`src/rtl/gate_cycle_meter.sv`:
```
// -----------------------------------------------------------------------------
// gate_cycle_meter
//
// Measuring end of the gate-pulse scheme. A single-shot gate pulse timed in a
// foreign clock domain is synchronised into clk. The block counts how many clk
// cycles the synchronised gate stays high and presents that count on a
// valid/ready result interface. The count can be set against the reference
// period that timed the gate to compare clk with the reference clock.
//
// Optional feature (compile-time macro GATE_TIMEOUT_EN):
//   Defined     - a wait counter limits the time spent waiting for a rising
//                 edge to TIMEOUT cycles. When the limit is reached the block
//                 reports result=0 with timeout=1. The timeout port exists.
//   Undefined   - no wait counter and no timeout port. The block waits for a
//                 rising edge indefinitely.
//
// Parameters:
//   WIDTH        width of the count and of result; the count saturates at
//                2^WIDTH-1
//   SYNC_STAGES  flops in the gate_in synchroniser (2 or more)
//   TIMEOUT      wait-cycle limit (used only with GATE_TIMEOUT_EN)
//
// Ports:
//   clk           measured clock; every register is in this domain
//   resetn        asynchronous active-low reset
//   gate_in       gate pulse from the foreign domain, asynchronous to clk
//   start         single-cycle arm request, sampled only in IDLE
//   busy          high while armed or counting
//   result        number of clk cycles the synchronised gate was high
//   result_valid  result is available
//   result_ready  consumer accepts the result
//   overflow      count saturated; qualified by result_valid
//   timeout       no rising edge within TIMEOUT cycles; qualified by
//                 result_valid (GATE_TIMEOUT_EN only)
// -----------------------------------------------------------------------------
module gate_cycle_meter #(
  parameter int WIDTH       = 32,
  parameter int SYNC_STAGES = 2,
  parameter int TIMEOUT     = 65535
) (
  input  logic             clk,
  input  logic             resetn,
  input  logic             gate_in,
  input  logic             start,
  output logic             busy,
  output logic [WIDTH-1:0] result,
  output logic             result_valid,
  input  logic             result_ready,
  output logic             overflow
`ifdef GATE_TIMEOUT_EN
  ,
  output logic             timeout
`endif
);

  if (SYNC_STAGES < 2) begin : g_bad_sync_stages
    $error("gate_cycle_meter: SYNC_STAGES must be at least 2");
  end
  if (TIMEOUT < 1) begin : g_bad_timeout
    $error("gate_cycle_meter: TIMEOUT must be at least 1");
  end

  localparam logic [WIDTH-1:0] CNT_MAX = '1;

  typedef enum logic [2:0] {
    IDLE,
    ARM,
    WAIT_RISE,
    COUNT,
    DONE
  } state_t;

  state_t               state;
  logic [WIDTH-1:0]     count;
  logic [SYNC_STAGES-1:0] sync_p;
  logic                 gate_s;
  logic                 wait_hit;

  // Saturating increment: the count sticks at its maximum value.
  function automatic logic [WIDTH-1:0] sat_inc(input logic [WIDTH-1:0] v);
    if (v == CNT_MAX) begin
      return v;
    end
    return v + WIDTH'(1);
  endfunction

  // ---- stage: gate_in synchroniser (gate_in is used nowhere else) ----
  always_ff @(posedge clk or negedge resetn) begin
    if (!resetn) begin
      sync_p <= '0;
    end else begin
      sync_p <= {sync_p[SYNC_STAGES-2:0], gate_in};
    end
  end

  assign gate_s = sync_p[SYNC_STAGES-1];

`ifdef GATE_TIMEOUT_EN
  localparam int WAIT_W = $clog2(TIMEOUT + 1);
  localparam logic [WAIT_W-1:0] WAIT_LAST = WAIT_W'(TIMEOUT - 1);

  logic [WAIT_W-1:0] wait_cnt;

  // Counts cycles spent in ARM and WAIT_RISE; cleared when the block is armed.
  always_ff @(posedge clk or negedge resetn) begin
    if (!resetn) begin
      wait_cnt <= '0;
    end else if (state == IDLE && start) begin
      wait_cnt <= '0;
    end else if (state == ARM || state == WAIT_RISE) begin
      wait_cnt <= wait_cnt + WAIT_W'(1);
    end
  end

  // The cycle that would bring the wait count up to TIMEOUT ends the wait.
  assign wait_hit = (wait_cnt == WAIT_LAST);
`else
  assign wait_hit = 1'b0;
`endif

  // ---- stage: measurement FSM, all outputs registered ----
  always_ff @(posedge clk or negedge resetn) begin
    if (!resetn) begin
      state        <= IDLE;
      count        <= '0;
      result       <= '0;
      result_valid <= 1'b0;
      overflow     <= 1'b0;
      busy         <= 1'b0;
`ifdef GATE_TIMEOUT_EN
      timeout      <= 1'b0;
`endif
    end else begin
      case (state)
        IDLE: begin
          if (start) begin
            state    <= ARM;
            count    <= '0;
            overflow <= 1'b0;
            busy     <= 1'b1;
`ifdef GATE_TIMEOUT_EN
            timeout  <= 1'b0;
`endif
          end
        end

        // Any pulse already high when start arrives is allowed to finish
        // unmeasured, so a partial pulse is never counted.
        ARM: begin
          if (wait_hit) begin
            state        <= DONE;
            result       <= '0;
            result_valid <= 1'b1;
            busy         <= 1'b0;
`ifdef GATE_TIMEOUT_EN
            timeout      <= 1'b1;
`endif
          end else if (!gate_s) begin
            state <= WAIT_RISE;
          end
        end

        // A rising edge seen on the final wait cycle still wins.
        WAIT_RISE: begin
          if (gate_s) begin
            state <= COUNT;
            count <= WIDTH'(1);
          end else if (wait_hit) begin
            state        <= DONE;
            result       <= '0;
            result_valid <= 1'b1;
            busy         <= 1'b0;
`ifdef GATE_TIMEOUT_EN
            timeout      <= 1'b1;
`endif
          end
        end

        COUNT: begin
          if (gate_s) begin
            if (count == CNT_MAX) begin
              overflow <= 1'b1;
            end
            count <= sat_inc(count);
          end else begin
            state        <= DONE;
            result       <= count;
            result_valid <= 1'b1;
            busy         <= 1'b0;
          end
        end

        // result/overflow/timeout stay frozen until the handshake; start and
        // gate activity are ignored here.
        DONE: begin
          if (result_ready) begin
            state        <= IDLE;
            result_valid <= 1'b0;
          end
        end

        default: begin
          state        <= IDLE;
          result_valid <= 1'b0;
          busy         <= 1'b0;
        end
      endcase
    end
  end

endmodule

```
`config.mk`:
```
export PLATFORM = sky130hd
export DESIGN_NAME = gate_cycle_meter
export DESIGN_NICKNAME = d
export VERILOG_FILES = /design/src/rtl/gate_cycle_meter.sv
export SDC_FILE = /design/constraint.sdc
export NUM_CORES = 1
export LEC_CHECK = 0
export CORE_UTILIZATION = 60
export CTS_BUF_LIST = sky130_fd_sc_hd__clkbuf_4 sky130_fd_sc_hd__clkbuf_8
export CTS_CLUSTER_DIAMETER = 200
export DETAILED_ROUTE_END_ITERATION = 10
export HOLD_SLACK_MARGIN = 0.08
export PLACE_DENSITY_LB_ADDON = 0.05
export SYNTH_ARGS = -nofsm -noshare
export SYNTH_HDL_FRONTEND = slang
export SYNTH_SLANG_ARGS = --single-unit
```
`constraint.sdc`:
```
create_clock -name clk -period 5.46 [get_ports clk]
set_input_delay 0.819 -clock clk [delete_from_list [all_inputs] [get_ports clk]]
set_output_delay 0.819 -clock clk [all_outputs]
set_load 0.02 [all_outputs]
```
---- Word level (Yosys, flattened, before mapping) ----
Cells that the tools add are included.
cells by class
  reduce and logical (&&, ||, !) cells .... 11
  bitwise logic cells ..................... 3
  eq/ne operators ......................... 13
  mux-type cells .......................... 24
  add/sub/neg operators ................... 1
operators with widths
  kind                                                                    number
  32-bit 2-to-1 mux                                                       4
  32-bit case mux with 3 select lines                                     1
  32-bit by 1-bit adder with 32-bit output (second input constant)        1
  32-bit equality test (second input constant)                            1
  3-bit 2-to-1 mux                                                        5
  3-bit case mux with 5 select lines                                      1
  2-bit != test (second input constant)                                   7
  1-bit 2-to-1 mux                                                        10
  5-bit AND reduction                                                     2
  3-bit by 2-bit equality test with 1-bit output (second input constant)  2
  1-bit case mux with 3 select lines                                      2
  3-bit AND reduction                                                     2
  3-bit OR reduction                                                      2
  4-bit AND reduction                                                     1
  3-bit by 1-bit equality test with 1-bit output (second input constant)  1
  3-bit equality test (second input constant)                             1
  3-bit logical NOT                                                       1
  3-bit != test (second input constant)                                   1
  1-bit inverter                                                          3
  3-bit nonzero test                                                      1
  1-bit case mux with 2 select lines                                      1
  2-bit AND reduction                                                     1
  2-bit nonzero test                                                      1
word-level totals
  input bits .............................. 5
  output and inout bits ................... 35
  register bits after elaboration ......... 72
  word-level logic and storage cells ...... 59

---- Logic depth before layout (Yosys ltp) ----
  word-level depth ........................ 7
  depth in mapped cells ................... 8

---- Worst setup path before layout ----
OpenSTA, ideal clock, no wires.
  path kind ............................... register -> register
  start ................................... register count[0]
  end ..................................... register count[6]
  setup time .............................. 0.128 ns
  buffers on the path ..................... 1
  clock period less this slack ............ 1.900 ns
  path slack .............................. 3.560 ns
  data arrival time ....................... 1.772 ns
  cell stages (with the launch flop) ...... 8
  cell sequence ........................... dfrtp_1 > ha_1 > nand3_2 > nor4_4 > a31oi_4 > buf_2 > a21oi_1 > a31oi_1
on the way
  word-level cells in the longest chain between the ends .. 6
  elaborated cells between the ends (all ways) .. 10
  classes of those cells .................. add/sub: 1; eq/ne: 2; mux: 6; reduce/logical: 1
ends and longest elaborated chain
  what                                                                              RTL line  text
  start: declaration                                                                74        logic [WIDTH-1:0] count;
  start signal: assignment                                                          184       count <= sat_inc(count);
  branches (longest 6 deep; another with 32-bit by 1-bit adder with 32-bit output)  n/a
Several ways; the timed one is not identified. The select of a mux whose other input is x is not followed.
A chain may end at the register's enable or synchronous reset.

---- Worst setup path after layout ----
  start ................................... register state[2]
  end ..................................... register result[20]
on the way
  word-level cells in the longest chain between the ends .. 2
ends and longest elaborated chain
  what                                            RTL line  text
  start: declaration                              73        state_t state;
  start signal: assignment                        124       state <= IDLE;
  start signal: assignment                        137       state <= ARM;
  start signal: assignment                        151       state <= DONE;
  3-bit by 2-bit equality test with 1-bit output  134       case (state)
  2-bit AND reduction (no source line)            n/a
  end signal: assignment                          187       result <= count;
  end: declaration                                46        output logic [WIDTH-1:0] result,
No other way between the ends.

==> metrics <==
mux share of post-synthesis cell area=between 10% and 20%; First-pass DRT Iterations=4; most common cell after layout, fill and taps aside=dfrtp_1; xor/xnor share of the synthesized area=0.259%; Pleak=1.75 nW; hpwl dp=4640 um; Total Routing Usage GR=26.3%; compound-cell area share of the yosys netlist=16.3%; Rows=26; crit path DAT=3.37 ns; IO Count=40; final hold violations=0; Max Cap Viol=0; CTS root buffer=clkbuf_8; Peak supply drop=a little over 0.3 mV; die width=77.1 um; status=completed; Inserted Diodes=0; number of global-route vias before repair=2563; synthesized area=0.00338 mm2; cells along the critical path=inv_1, nand3_1, nor2_2, buf_4, mux2_2; die area=0.00594 mm2; Tightest Pin Transition=1.09 ns; Post-synth EDFFs=0; post-synthesis adder-cell area fraction=0.370%; Clock Skews=0.00738 ns; Final #Nets=360; wire per inst=16.5 um; post-CTS resize count=0; Post-synth ARST share=100%; Slew Limit Fails=0; H-tree depth=3; Initial DRC Count=226; PD cells=388 mW/mm2; crit path max fanout=27; FF-to-FF End=result[20]; CP required=5.68 ns; initial antenna violation count=0; Vias=around 2700; global route overflow=0; R2R cell count=5; number of cells on the worst hold path=0; worst reg2reg startpoint=state[2]; critical path capture point type=flip-flop; highest clock rate=317 MHz; max incr delay on CP=0.88 ns; total placed cells including tap cells=413; Synth Net Count=324; TritonCTS clock tree=done; post-synthesis sequential area ratio=53.3%; RSZ-0062 raised after global routing=false; DRC=0; area grow syn2layout=18.3%; Worst-Skew Late Latency=roughly 0.34 ns; core area=roughly 0.0053 mm2; final wirelength=7080 um; Syn Area/Cell=10.6 um2; # setup viols final=0; CTS buffer count=9; Relative slew margins=between 20% and 30%; Yosys warning count=0; Power Total=1.55 mW; Clock Sinks=72; cell family with most CP delay=simple AND/OR/NAND/NOR gates; largest family of logic cells by synthesized area=compound AO/OA/AOI/OAI gates; Simple-Gate Fraction of Synth Area=15.7%; CP Buf/Inv Count=2; fill count=373; number of port buffers=39; layout cells sized above 1=between 10% and 20%; slowest cell on the critical path=nor2_2; Non-Filler Instances=429; Worst Hold Endpoint=sync_p[1]; Hold Startpoint=sync_p[0]; Die Y=77.1 um; pin count of the biggest net entering global routing=52; Starting Density=64.2%; routed vias/inst=6.30; min cycle time layout=approximately 3.2 ns; RePlAce Congestion=0.867; minimum hold slack=0.360 ns; Tcrit/Tclk final=roughly 58%; Cells after Synth=318; reg2reg setup slack=2.31 ns; Yosys cell types=39; first-pass GRT wire length=12200 um; Post-CTS Hold Fix Bufs=0; Worst-path clk slew=approximately 0.070 ns; antenna viol nets, final=0; path type of the worst setup path=flip-flop to flip-flop; hold crit path type=flip-flop to flip-flop; CP startpoint kind=flip-flop; number of buffers inserted to repair setup after CTS=0; commonest non-fill, non-tap cells in the layout=72 x dfrtp_1, 50 x o21ai_0, 38 x clkdlybuf4s50_1; maximum clock insertion buffer count=2; Primary FF master, synth=dfrtp_1; final setup TNS=0 ns; FF+latch count, synth=72
-- through the flow --
| step | setup slack [ns] | util, % | cell area (um2) |
|---|---|---|---|
| after CTS | 2.32 | 75.9 | 4000 |
| after floorplan | 3.56 | - | 3380 |
| after global placement | 2.47 | 72.0 | 3790 |
| final | 2.31 | 75.9 | 4000 |
| after global routing | 2.12 | 75.9 | 4000 |
| after detailed placement | 2.35 | 72.0 | 3790 |
-- layer usage --
metal / routed length [um] / part of all wire (%) / GRT usage [%] / up-vias
met5: 0 / 0 / 0 / -
met4: 138 / 1.9 / 11.5 / 0
met3: 338 / 4.8 / 4.17 / 15
met2: 3280 / 46 / 39.8 / 88
met1: 3330 / 47 / 37.7 / 1332
li1: - / - / - / 1268
-- state kept, by name, summed over array words and instances (netlist names) --
register,cells
count,32
busy,1
result,32
overflow,1
sync_p,2
result_valid,1
state,3
-- cell families (layout without fill, tap and decap cells) --
| family | after synthesis | count (layout) |
|---|---|---|
| xor gates and xnor gates | 1 | 1 |
| muxes | 33 | 33 |
| buffers and inverters | 21 | 62 |
| and+or+nand+nor | 95 | 95 |
| adders and majority gates | 1 | 1 |
| AOI/OAI and AO/OA | 95 | 95 |
| DFF | 72 | 72 |
-- cell type report --
cell class	instances	area, um2	area share (%)
flip-flops and latches	72	1800	45.1
multi-input cells	225	1480	36.9
repair buffers	43	415	10.4
clock buffers	13	166	4.16
well taps	70	87.6	2.19
clock inverters	3	40.0	1.00
inverters	3	11.3	0.282
-- Yosys cell counts, types with 2 or more instances --
cell type,n,area (um2)
nand2_1,23,86.3
buf_2,9,45.0
and3_1,5,31.3
nand4_1,12,75.1
inv_1,2,7.51
nor4_4,2,42.5
a41oi_1,5,43.8
nand3b_1,2,15.0
dfrtp_1,72,1800
nor4_1,2,12.5
mux2_2,32,360
nor3_1,4,20.0
and4_1,2,17.5
clkbuf_1,5,18.8
a31oi_1,13,81.3
nor2_1,17,63.8
o21ai_0,50,250
o31ai_1,5,37.5
a21oi_1,16,80.1
nand3_1,14,70.1
and2_1,5,31.3
buf_4,4,30.0
-- worst reg2reg max path: stages (launching register included) --
cell and delay (ns):
dfrtp_1 0.42, inv_1 0.16, nand3_1 0.76, nor2_2 0.89, buf_4 0.42, mux2_2 0.39
-- how the worst max path moves through the flow --
stage / start / end / slack (ns) / cells after the start
final: state[2] / result[20] / 2.31 / 5
after global routing: state[2] / result[20] / 2.12 / 5
after CTS: state[2] / result[20] / 2.32 / 5
after detailed placement: state[2] / result[20] / 2.35 / 5
after global placement: state[2] / result[29] / 2.47 / 5
after floorplan: count[0] / count[6] / 3.56 / 7
-- power breakdown --
group	switching [mW]	internal, mW	total, mW
Clock	0.189	0.245	0.434
Combinational	0.251	0.187	0.439
Sequential	0.0780	0.602	0.680
Total	0.518	1.03	1.55
(Power assumes the default switching activity.)
